===== src/rtl/rd_fifo_byte_streamer_pkg.sv =====
// Shared SDRAM read-path parameters: word width, bytes per word, streamer state encoding.
package rd_fifo_byte_streamer_pkg;

    localparam int SDRAM_DSIZE          = 16;
    localparam int SDRAM_BYTES_PER_WORD = SDRAM_DSIZE / 8;

    typedef enum logic [2:0] {
        ST_IDLE = 3'd0,
        ST_LOAD = 3'd1,
        ST_WAIT = 3'd2,
        ST_READ = 3'd3,
        ST_CAP  = 3'd4,
        ST_SEND = 3'd5,
        ST_FIN  = 3'd6
    } state_t;

    function automatic int sdram_bytes_per_word(input int dsize);
        return dsize / 8;
    endfunction

endpackage


===== src/rtl/rd_fifo_byte_streamer.sv =====
// Drains Xfer_len words from the read FIFO and streams them MSB-first as bytes.
// Latency: Done 2 cycles after Start for an empty transfer; 3 cycles/word overhead; Tx held until Tx_ready.
module rd_fifo_byte_streamer
    import rd_fifo_byte_streamer_pkg::*;
#(
    parameter int DSIZE = SDRAM_DSIZE,
    parameter int LEN_W = 24
) (
    input  logic             Clk,
    input  logic             Rst_n,
    input  logic             Start,
    input  logic [LEN_W-1:0] Xfer_len,
    output logic             Rd_load,
    output logic             Rd_en,
    input  logic [DSIZE-1:0] Rd_data,
    input  logic             Rd_empty,
    output logic [7:0]       Tx_data,
    output logic             Tx_valid,
    input  logic             Tx_ready,
    output logic             Busy,
    output logic             Done
);

    localparam int BPW   = sdram_bytes_per_word(DSIZE);
    localparam int IDX_W = (BPW > 1) ? $clog2(BPW) : 1;
    localparam logic [IDX_W-1:0] IDX_TOP = IDX_W'(BPW - 1);

    state_t           state_q, state_d;
    logic [LEN_W-1:0] cnt_q, cnt_d;
    logic [DSIZE-1:0] shift_q, shift_d;
    logic [IDX_W-1:0] idx_q, idx_d;

    always_ff @(posedge Clk or negedge Rst_n) begin
        if (!Rst_n) begin
            state_q <= ST_IDLE;
            cnt_q   <= '0;
            shift_q <= '0;
            idx_q   <= '0;
        end else begin
            state_q <= state_d;
            cnt_q   <= cnt_d;
            shift_q <= shift_d;
            idx_q   <= idx_d;
        end
    end

    always_comb begin
        state_d = state_q;
        case (state_q)
            ST_IDLE: if (Start) state_d = ST_LOAD;
            ST_LOAD: state_d = (cnt_q == '0) ? ST_FIN : ST_WAIT;
            ST_WAIT: if (!Rd_empty) state_d = ST_READ;
            // Read is only issued against a non-empty FIFO; otherwise fall back and wait.
            ST_READ: state_d = Rd_empty ? ST_WAIT : ST_CAP;
            ST_CAP:  state_d = ST_SEND;
            ST_SEND: begin
                if (Tx_ready && (idx_q == '0)) begin
                    state_d = (cnt_q != '0) ? ST_WAIT : ST_FIN;
                end
            end
            ST_FIN:  state_d = ST_IDLE;
            default: state_d = ST_IDLE;
        endcase
    end

    always_comb begin
        cnt_d   = cnt_q;
        shift_d = shift_q;
        idx_d   = idx_q;
        case (state_q)
            ST_IDLE: if (Start) cnt_d = Xfer_len;
            ST_READ: if (!Rd_empty) cnt_d = cnt_q - LEN_W'(1);
            ST_CAP: begin
                shift_d = Rd_data;
                idx_d   = IDX_TOP;
            end
            ST_SEND: begin
                // Shifting keeps the outgoing byte in the top slot, so Tx_data is a plain flop slice.
                if (Tx_ready) begin
                    shift_d = shift_q << 8;
                    if (idx_q != '0) idx_d = idx_q - IDX_W'(1);
                end
            end
            default: ;
        endcase
    end

    always_comb begin
        Rd_load  = (state_q == ST_LOAD);
        Rd_en    = (state_q == ST_READ) && !Rd_empty;
        Tx_valid = (state_q == ST_SEND);
        Busy     = (state_q != ST_IDLE) && (state_q != ST_FIN);
        Done     = (state_q == ST_FIN);
    end

    assign Tx_data = shift_q[DSIZE-1 -: 8];

endmodule


===== config.mk =====
export PLATFORM = sky130hd
export DESIGN_NAME = rd_fifo_byte_streamer
export DESIGN_NICKNAME = d
export VERILOG_FILES = /design/src/rtl/rd_fifo_byte_streamer_pkg.sv /design/src/rtl/rd_fifo_byte_streamer.sv
export SDC_FILE = /design/constraint.sdc
export NUM_CORES = 1
export LEC_CHECK = 0
export ABC_CLOCK_PERIOD_IN_PS = 2400
export BUFFER_PORTS_ARGS = -buffer_cell sky130_fd_sc_hd__buf_4
export CORE_UTILIZATION = 39
export CTS_CLUSTER_DIAMETER = 200
export DETAILED_ROUTE_END_ITERATION = 8
export GPL_TIMING_DRIVEN = 0
export PLACE_DENSITY_LB_ADDON = 0.1
export SLEW_MARGIN = 20
export SYNTH_ARGS = -nofsm -noshare
export SYNTH_HDL_FRONTEND = slang
export SYNTH_SLANG_ARGS = --single-unit

===== constraint.sdc =====
create_clock -name Clk -period 2.4 [get_ports Clk]
set_input_delay 0.36 -clock Clk [delete_from_list [all_inputs] [get_ports Clk]]
set_output_delay 0.36 -clock Clk [all_outputs]
set_load 0.03 [all_outputs]

==> implementation parameters <==
Parameter                              Value

Floorplan
  Initial core utilization    0.415
  Area of the core region    0.00649 sq mm
  Die width    85.1 um
  Area enclosed by the die boundary    0.00724 sq mm
  Height of the chip    85.1 um
  Std cell rows    29
  Boundary Pins    58

CTS
  Clock transition at the registers of the reported paths    0.09 ns
  Hold-fix buffer count after cts    0
  CTS HTree Levels    2
  Clock network latency to the later pin of the worst-skew pair    0.30 ns
  Number of buffers on the longest clock path    2
  Clock sink count    44
  Clock tree from TritonCTS    built
  Number of buffers created by CTS    5
  Root buffer cell    sky130_fd_sc_hd__clkbuf_8

Power
  Max VDD drop    585 uV
  Power per cell area    1240 mW/mm^2
  Overall power    0.00414 W
  Pleak    1.47 nW

Drt
  Via-to-Cell Ratio    5.73
  First-pass DRT Iterations    7
  Vias post-DR    2488
  Aggregate routed wire length    7.23 mm
  Number of DRC violations after detailed-routing iteration 0    230
  WL per Instance    16.7 um
  Remaining antenna violation count    0
  DRC violations left    0

Layout
  Share of post-route cells with drive strength above 1    0.261
  Final Net Count    403
  Multi-input gate area in the final layout    0.00142 sq mm
  Storage cell area    0.00110 sq mm
  Fillers    652
  Number of antenna repair diodes    0
  Syn-to-layout area delta    23.6%
  Core occupancy in the finished layout    0.513

Job
  Count of max-cap constraint violations    0

Timing
  Top achievable clock speed    448 MHz
  Min cycle time layout    2.23 ns
  Worst path setup slack after routing    0.167 ns
  Tightest slew margin relative to the limit    0.560
  Worst-Margin Slew    0.657 ns
  Setup-violating endpoint count in the final report    0
  Fin Setup TNS    0 ns
  Max-slew violation count    0
  Share of the clock period used by the worst path after layout    0.930
  Final hold viol count    0
  Final hold slack    0.0572 ns
  Skew final    0.00914 ns
  Setup repair after global routing missed its margin    no

Yosys
  Number of flops mapped to enable cells by yosys    0
  Post-synth cell types    59
  Register bit count reported by yosys    44
  Netlist area before placement    0.00269 sq mm
  Number of warning messages in the yosys log    0
  Number of instances in the synthesized netlist    292
  Share of synthesized area occupied by flip-flops and latches    0.409
  Synthesized area per cell    9.23 sq um
  FFs w/ async S/R, synth    1.00
  Post-synthesis net count    339
  Most instantiated flip-flop cell in the synthesis netlist    sky130_fd_sc_hd__dfrtp_1

Setup path
  Critical-path top delay cell    sky130_fd_sc_hd__dfrtp_1
  Worst Setup End Kind    output pin
  Crit path largest cell delay    0.39 ns
  Buffers and inverters on the worst path    3
  Required time of the critical path    2.04 ns
  Crit path max fanout    10
  Critical path's top delay family    buffers and inverters
  Type of the worst setup path    reg2out
  Crit path DAT    1.87 ns
  Critical path cell sequence    buf_2 > nand3b_1 > clkbuf_2 > nor2_1 > buf_4
  Startpoint type of the worst setup path    flip-flop

Global route
  First-pass GRT wire length    11.9 mm
  Vias in the first global route    2375
  Initial antenna violation count    0
  Overall routing resource usage    0.209
  Aggregate global routing overflow    0
  Maximum number of pins on one net before global-route repair    45

Place
  Pre-CTS setup slack    0.323 ns
  Count of buffers inserted at the top-level ports    57
  Post-detail-place hpwl    5.06 mm
  Gp weighted congestion    0.794

Min path
  HP Class    in2async

Status
  Result of the run    finished clean
==> report_power, final <==
| group | total (W) | switching (W) | internal, W |
|---|---|---|---|
| clock | 0.000578 | 0.000269 | 0.000308 |
| sequential | 0.00149 | 0.000392 | 0.00109 |
| combinational | 0.00207 | 0.00119 | 0.000881 |
| total | 0.00414 | 0.00185 | 0.00228 |
==> cell type report <==
cell class	instances	area share
Multi-Input combinational cell	214	0.427
Sequential cell	44	0.331
Timing Repair Buffer	57	0.128
Buffer	27	0.0436
Tap cell	77	0.0289
Clock buffer	5	0.0207
Clock inverter	3	0.0128
Inverter	7	0.00789
==> Yosys cell counts, drive strengths merged (2+ instances only) <==
cell type  count  area, sq um
nand3          6         30.0
nand4b         3         41.3
nand2         25         93.8
a22o           8         70.1
mux2i         12          120
a211oi         4         30.0
a21boi         2         15.0
o22ai          6         37.5
nand4          8         50.1
clkbuf         8         30.0
o311ai         2         17.5
a31oi          2         12.5
inv            7         26.3
o21a           2         15.0
or2            2         12.5
and2           2         12.5
nand3b         3         22.5
dfrtp         44         1100
o211ai         5         37.5
buf           19          114
ha             2         25.0
o21bai         2         15.0
or3            4         25.0
o31a           2         17.5
nor2          19         71.3
o21ai         25          125
a21o           4         30.0
a2bb2oi        5         43.8
nor3b          4         35.0
and3b          2         17.5
a21oi         17         96.4
nand2b         4         25.0
nor3           9         61.3
nor4           6         67.6
==> cell families (layout without fill, tap and decap cells) <==
kind of cell | after synthesis | count (layout) | synth area share
XOR/XNOR | 1 | 1 | 0.00325
AND/OR/NAND/NOR | 104 | 104 | 0.231
adder cells (fa/ha/maj) | 2 | 2 | 0.00929
buffers and inverters | 34 | 99 | 0.0632
flip-flops | 44 | 44 | 0.409
multiplexers | 12 | 12 | 0.0446
AO/OA/AOI/OAI | 95 | 95 | 0.240
==> sequential cells by signal, indices dropped and copies added (netlist names) <==
signal / cells
state_q: 3
idx_q: 1
cnt_q: 24
shift_q: 16
==> layer usage <==
layer  GRT usage  up-vias  wire, um
met5           0        -         0
met4      0.0431        0        40
met3      0.0340        4       458
met2       0.323       90      3220
met1       0.307     1177      3510
li1            -     1217         -
==> worst paths after layout <==
path                       startpoint     endpoint  slack [ns]  depth (start not counted)
max reg2reg                state_q[2]     cnt_q[6]        0.28                          5
min                             Rst_n  shift_q[12]        0.06                          1
min in group Clk             Rd_empty   state_q[0]        0.25                          2
min reg2reg                shift_q[9]   shift_q[9]        0.49                          2
max in group asynchronous       Rst_n     cnt_q[0]        1.95                          1
max                        state_q[0]        Rd_en        0.17                          5
==> repair_timing <==
item                                    4_1_cts  5_1_grt
resized for setup                             0        2
setup buffers                                 0        0
endpoints found under the setup margin        0        1
==> placed cells by master (no fill, tap or decap), drive strengths merged, types with 3 or more instances in the layout <==
cell / netlist / final
a21o: 4 / 4
nand4: 8 / 8
a211oi: 4 / 4
nand3b: 3 / 3
nand3: 6 / 6
or3: 4 / 4
nand4b: 3 / 3
o22ai: 6 / 6
o211ai: 5 / 5
nor3: 9 / 9
buf: 19 / 76
nor3b: 4 / 4
dfrtp: 44 / 44
a22o: 8 / 8
a2bb2oi: 5 / 5
clkbuf: 8 / 13
o21ai: 25 / 25
mux2i: 12 / 12
a21oi: 17 / 17
nor4: 6 / 6
nand2b: 4 / 4
nor2: 19 / 19
inv: 7 / 7
nand2: 25 / 25
==> per-stage QoR <==
| step | std cells | area [sq um] |
|---|---|---|
| floorplan | 292 | 2690 |
| global placement | 426 | 3220 |
| finish | 434 | 3330 |
| global route | 434 | 3330 |
| detailed placement | 426 | 3220 |
| CTS | 434 | 3330 |
Power figures use the tool's default switching activity.
